$ cat config.mk
export PLATFORM = sky130hd
export DESIGN_NAME = dtack_gen
export DESIGN_NICKNAME = d
export VERILOG_FILES = /design/src/rtl/raven_bus_pkg.sv /design/src/rtl/cpu_clk_edge.sv /design/src/rtl/dtack_gen.sv
export SDC_FILE = /design/constraint.sdc
export NUM_CORES = 1
export LEC_CHECK = 0
export ABC_CLOCK_PERIOD_IN_PS = 2800
export BUFFER_PORTS_ARGS = -buffer_cell sky130_fd_sc_hd__buf_4
export CAP_MARGIN = 20
export CORE_MARGIN = 8
export CORE_UTILIZATION = 55
export CTS_CLUSTER_DIAMETER = 40
export DETAILED_ROUTE_END_ITERATION = 10
export GPL_TIMING_DRIVEN = 0
export PLACE_DENSITY = 0.74
export SLEW_MARGIN = 20
export SYNTH_ARGS = -nofsm -noshare
export SYNTH_HDL_FRONTEND = slang
export SYNTH_HIERARCHICAL = 1
export SYNTH_SLANG_ARGS = --single-unit
$ cat constraint.sdc
create_clock -name clk_in -period 2.8 [get_ports clk_in]
set_input_delay 0.56 -clock clk_in [delete_from_list [all_inputs] [get_ports clk_in]]
set_output_delay 0.56 -clock clk_in [all_outputs]
set_load 0.01 [all_outputs]
$ cat src/rtl/raven_bus_pkg.sv
// raven_bus_pkg: shared bus-cycle states, region encoding and default wait/timeout constants
package raven_bus_pkg;
  typedef enum logic [2:0] {SYNC, IDLE, WAIT, ACK, ERR} bus_state_t;
  typedef enum logic [1:0] {REG_NONE, REG_ROM, REG_RAM, REG_IO} region_t;
  localparam int WAIT_ROM_DEF     = 2;
  localparam int WAIT_RAM_DEF     = 0;
  localparam int WAIT_IO_DEF      = 4;
  localparam int BERR_TIMEOUT_DEF = 64;
  function automatic region_t decode_region(input logic rom, input logic ram, input logic io);
    return rom ? REG_ROM : ram ? REG_RAM : io ? REG_IO : REG_NONE;
  endfunction
endpackage

$ cat src/rtl/cpu_clk_edge.sv
// cpu_clk_edge: one clk_in-cycle pulse on each rising edge of the sampled cpu_clk level
module cpu_clk_edge (
  input  logic clk_in,
  input  logic reset,
  input  logic cpu_clk,
  output logic cpu_rise
);
  logic cpu_clk_q;
  always_ff @(posedge clk_in)
    if (reset) cpu_clk_q <= 1'b0;
    else cpu_clk_q <= cpu_clk;
  assign cpu_rise = cpu_clk & ~cpu_clk_q;
endmodule

$ cat src/rtl/dtack_gen.sv
// dtack_gen: 68000 DTACK/BERR generator counting CPU-clock wait states per decoded region
module dtack_gen
  import raven_bus_pkg::*;
#(
  parameter int WAIT_ROM     = WAIT_ROM_DEF,
  parameter int WAIT_RAM     = WAIT_RAM_DEF,
  parameter int WAIT_IO      = WAIT_IO_DEF,
  parameter int BERR_TIMEOUT = BERR_TIMEOUT_DEF,
  parameter int CNT_W        = 8
) (
  input  logic clk_in,
  input  logic reset,
  input  logic cpu_clk,
  input  logic as_n,
  input  logic cs_rom,
  input  logic cs_ram,
  input  logic cs_io,
  input  logic io_rdy,
  output logic dtack_n,
  output logic berr_n,
  output logic busy
);
  localparam logic [CNT_W-1:0] T_ROM  = CNT_W'(WAIT_ROM);
  localparam logic [CNT_W-1:0] T_RAM  = CNT_W'(WAIT_RAM);
  localparam logic [CNT_W-1:0] T_IO   = CNT_W'(WAIT_IO);
  localparam logic [CNT_W-1:0] T_BERR = CNT_W'(BERR_TIMEOUT);
  localparam logic [CNT_W-1:0] MAX    = '1;
  bus_state_t state, next;
  region_t region, region_d;
  logic [CNT_W-1:0] target, target_d, wait_cnt, to_cnt;
  logic as_q, cpu_rise, ack_ok, zero_ok, timeout;
  cpu_clk_edge u_edge (.clk_in(clk_in), .reset(reset), .cpu_clk(cpu_clk), .cpu_rise(cpu_rise));
  always_comb begin
    region_d = decode_region(cs_rom, cs_ram, cs_io);
    target_d = region_d == REG_ROM ? T_ROM : region_d == REG_RAM ? T_RAM : region_d == REG_IO ? T_IO : '0;
    zero_ok  = target_d == '0 && region_d != REG_NONE && (region_d != REG_IO || io_rdy);
    ack_ok   = wait_cnt >= target && region != REG_NONE && (region != REG_IO || io_rdy);
    timeout  = to_cnt >= T_BERR;
    next     = state;
    case (state)
      SYNC:     next = as_q ? IDLE : SYNC;
      IDLE:     next = as_q ? IDLE : zero_ok ? ACK : WAIT;
      WAIT:     next = as_q ? IDLE : ack_ok ? ACK : timeout ? ERR : WAIT;
      ACK, ERR: next = as_q ? IDLE : state;
      default:  next = SYNC;
    endcase
  end
  assign busy = state == WAIT || state == ACK || state == ERR;
  always_ff @(posedge clk_in) begin
    if (reset) begin
      state    <= SYNC;
      as_q     <= 1'b0;
      region   <= REG_NONE;
      target   <= '0;
      wait_cnt <= '0;
      to_cnt   <= '0;
      dtack_n  <= 1'b1;
      berr_n   <= 1'b1;
    end else begin
      as_q    <= as_n;
      state   <= next;
      // outputs release on the same edge that first sees as_q high
      dtack_n <= !(state == ACK && !as_q);
      berr_n  <= !(state == ERR && !as_q);
      if (state == IDLE && !as_q) begin
        region   <= region_d;
        target   <= target_d;
        wait_cnt <= '0;
        to_cnt   <= '0;
      end else if (state == WAIT && cpu_rise) begin
        wait_cnt <= wait_cnt == MAX ? wait_cnt : wait_cnt + 1'b1;
        to_cnt   <= to_cnt == MAX ? to_cnt : to_cnt + 1'b1;
      end
    end
  end
endmodule
==> flow_summary.toml <==
[outcome]
run_status = "complete, no violations"

[global_route]
via_count_of_the_first_global_routing_pass = 1012
first_pass_grt_wire_length_mm = 4.23
grt_start_max_net_pins = 15
antenna_found_initial = 0
grt-ovfl-total = 0
gr-usage-all-layers_pct = 12.2

[synthesis]
yosys_register_bits = 27
synthesis.yosys.warnings = 6
yosysSeqAreaShare_pct = 41.6
synthFlopType = "dfxtp_1"
synthTopCellsByArea = "dfxtp_1 42%, xor2_1 6.7%, nor2_1 5.5%"
synth-async-reset-ratio_pct = 0
synth_top_cells_by_count = "27 x dfxtp_1, 19 x nor2_1, 10 x xor2_1"
syn-mean-instance-area_sq_um = 8.96
syn-cell-area_sq_mm = 0.00130
synthDistinctLibCells = 40
synth_fp_nets = 157
yosysMostFrequentCell = "dfxtp_1"
netlist.top_cell.by_area = "dfxtp_1"
synth_top_area_share_pct = 41.6
count_of_flip_flops_with_a_built_in_enable_after_synthesis = 0
syn-instance-count = 145

[final_layout]
post_layout_nonfiller_instances = 187
design.final.nets = 172
areaGrowthSynthToFinish_pct = 10.5
antenna_cells = 0
layout-drive-gt1-share_pct = 13.8
core_util_final_pct = 64.3
filler_cell_count = 200

[pwr]
switching_share_pct = 22.4
share_clk_of_total_power_pct = 27.0
sequentialPowerShare_pct = 65.4
p_comb_share_pct = 7.5
total_switching_power_uw = 135
pwr_density_cell_mw_per_mm2 = 420
total_power_uw = 603
p_int_uw = 468
worst_ir_drop_vdd_v = 0.000334
leakagePower_uw = 0.000562

[detailed_routing]
residual_drc_count = 0
initialDrtViolationCount = 29
dr_total_vias = 1051
final_antenna_net_count = 0
route.final.wire_length_mm = 2.32
vias_per_cell = 5.62
route.detailed.wl_per_inst_um = 12.4
drt_first_pass_iters = 4

[setup_path]
r2r_end = "state[1]"
ff2ff_path_depth = 6
path_class = "reg2out"
reg2reg_slack_ns = 1.20
critical_path.cell_chain = "or2b_1, o21ai_0, buf_4"
critical_path.reg2reg.startpoint = "wait_cnt[1]"
setup.worst_path.end_class = "output port"
critPathMaxFanout = 9
cp.required_ns = 2.24
crit_arrival_ns = 1.26
crit_slowest_cell = "dfxtp_1"
startpoint_type = "register"
crit_path_max_incr_delay_ns = 0.46

[min_path]
worstHoldPathType = "in2reg"
min_from = "cs_rom"
holdPathEnd = "region[1]"
hold_depth = 2

[placement]
hpwlAfterDp_mm = 1.79
dpl.cell_count = 183
finalWeightedCongestion = 0.841
dp_slack_ns = 1.01
place.port_buffers = 10

[sta]
fin_worst_skew_ns = 0.00190
timing_worst_slew_pin_value_ns = 0.402
fin_setup_tns_ns = 0
setup_slack_ns = 0.982
hold_viol = 0
rsz0062_at_grt = "false"
period_share_pct = 64.9
max_freq_mhz = 550
fin_crit_ns = 1.82
setup_violations_final = 0
slew_violations = 0
slew_headroom_pct = 72.9

[clock_network]
cts_repair_resize_count = 0
cts_buffer_depth = 2
clk-insertion-delay-late_ns = 0.32
cts_max_level = 1
clock_sinks = 27
cts_tree = "done"
cts-hold-fix-buffers = 0
clk_root_buffer_cell = "clkbuf_4"
clk_slew_on_worst_s_h_paths_ns = 0.13
cts.repair_timing.setup_buffer_count = 0
tritoncts.num_buffers = 3

[floorplanning]
die_w_um = 64.6
std_cell_rows = 17
die_y_um = 64.6
ioPinCount = 11
core_area_sq_mm = 0.00223
initial_utilization_pct = 58.2
floorplan.die_area_sq_mm = 0.00417

[run]
cap_violations = 0
metal layers:
metal  routed length (um)  global-route usage, %  part of all wire, %
met1                 1120                   14.5                   48
met2                 1070                   20.0                   46
met3                   87                   2.75                  3.7
met4                   45                   6.54                  1.9
met5                    0                      0                    0
worst max path at each step:
stage              from          end  slack (ns)  depth (start not counted)
2_1_floorplan   cpu_clk  wait_cnt[5]        1.26                          5
3_3_place_gp    cpu_clk    to_cnt[1]        1.05                          7
3_5_place_dp    cpu_clk    to_cnt[1]        1.01                          7
4_1_cts        state[1]         busy        0.97                          3
5_1_grt        state[1]         busy        0.88                          3
6_report       state[1]         busy        0.98                          3
layout by cell type, fill, tap and decap left out, types with 2 or more instances in the layout:
cell type   n
nor2b_1     3
mux2i_1     3
buf_2       4
nand4_1     4
dfxtp_1    27
o21ai_1     3
a22o_1      2
inv_1       4
nand3b_1    2
o2111ai_1   2
and2_1      2
clkbuf_4    3
or3_1       3
buf_4      10
nand2b_1    2
nor2b_4     2
a21oi_1     4
nor2_1     19
o211ai_1    7
and3_1      3
nand2_1     8
xor2_1     10
nand3_1     4
ha_1        4
o21ai_0     6
power groups by stage:
stage                     Clock [uW]  Combinational (uW)  Sequential (uW)
final                            163                45.5              395
after global routing             187                51.1              396
after CTS                        172                46.3              395
after detailed placement           0                46.0              403
after global placement             0                44.7              403
after floorplan                    0                28.6              402
stage by stage:
| stage | hold slack [ns] | area (sq um) |
|---|---|---|
| floorplan | 0.432 | 1300 |
| detailed placement | 0.472 | 1410 |
| finish | 0.432 | 1440 |
| global route | 0.411 | 1440 |
| CTS | 0.422 | 1440 |
| global placement | 0.461 | 1410 |
flip-flops by register name (all words and copies together), names as in the netlist:
name              count
u_edge/cpu_clk_q      1
dtack_n               1
to_cnt                8
region                2
berr_n                1
state                 3
as_q                  1
target                2
wait_cnt              8
kinds of logic (layout without fill, tap and decap cells):
kind of cell    after synthesis  after routing  synth area share [%]
compound gates               29             29                  14.9
xor+xnor                     10             10                  6.74
buf+inv                       8             22                  2.70
fa+ha+maj                     4              4                  3.85
mux                           3              3                  2.31
simple gates                 64             64                  27.8
flops                        27             27                  41.6
layout make-up:
cell class              instances  area, sq um  share of cell area (%)
well taps                      28         35.0                    2.44
multi-input cells             110          723                    50.4
inverters                       4         15.0                    1.05
plain buffers                   4         20.0                    1.39
repair buffers                 10         75.1                    5.23
flip-flops and latches         27          541                    37.7
clock buffers                   4         26.3                    1.83
worst max-delay path, delay by kind of cell, from the launching register on:
kind / cells / cell delay, ns
flip-flops: 1 / 0.46
AO/OA/AOI/OAI: 1 / 0.07
AND/OR/NAND/NOR: 1 / 0.27
buffers and inverters: 1 / 0.14
Power figures use the tool's default switching activity.
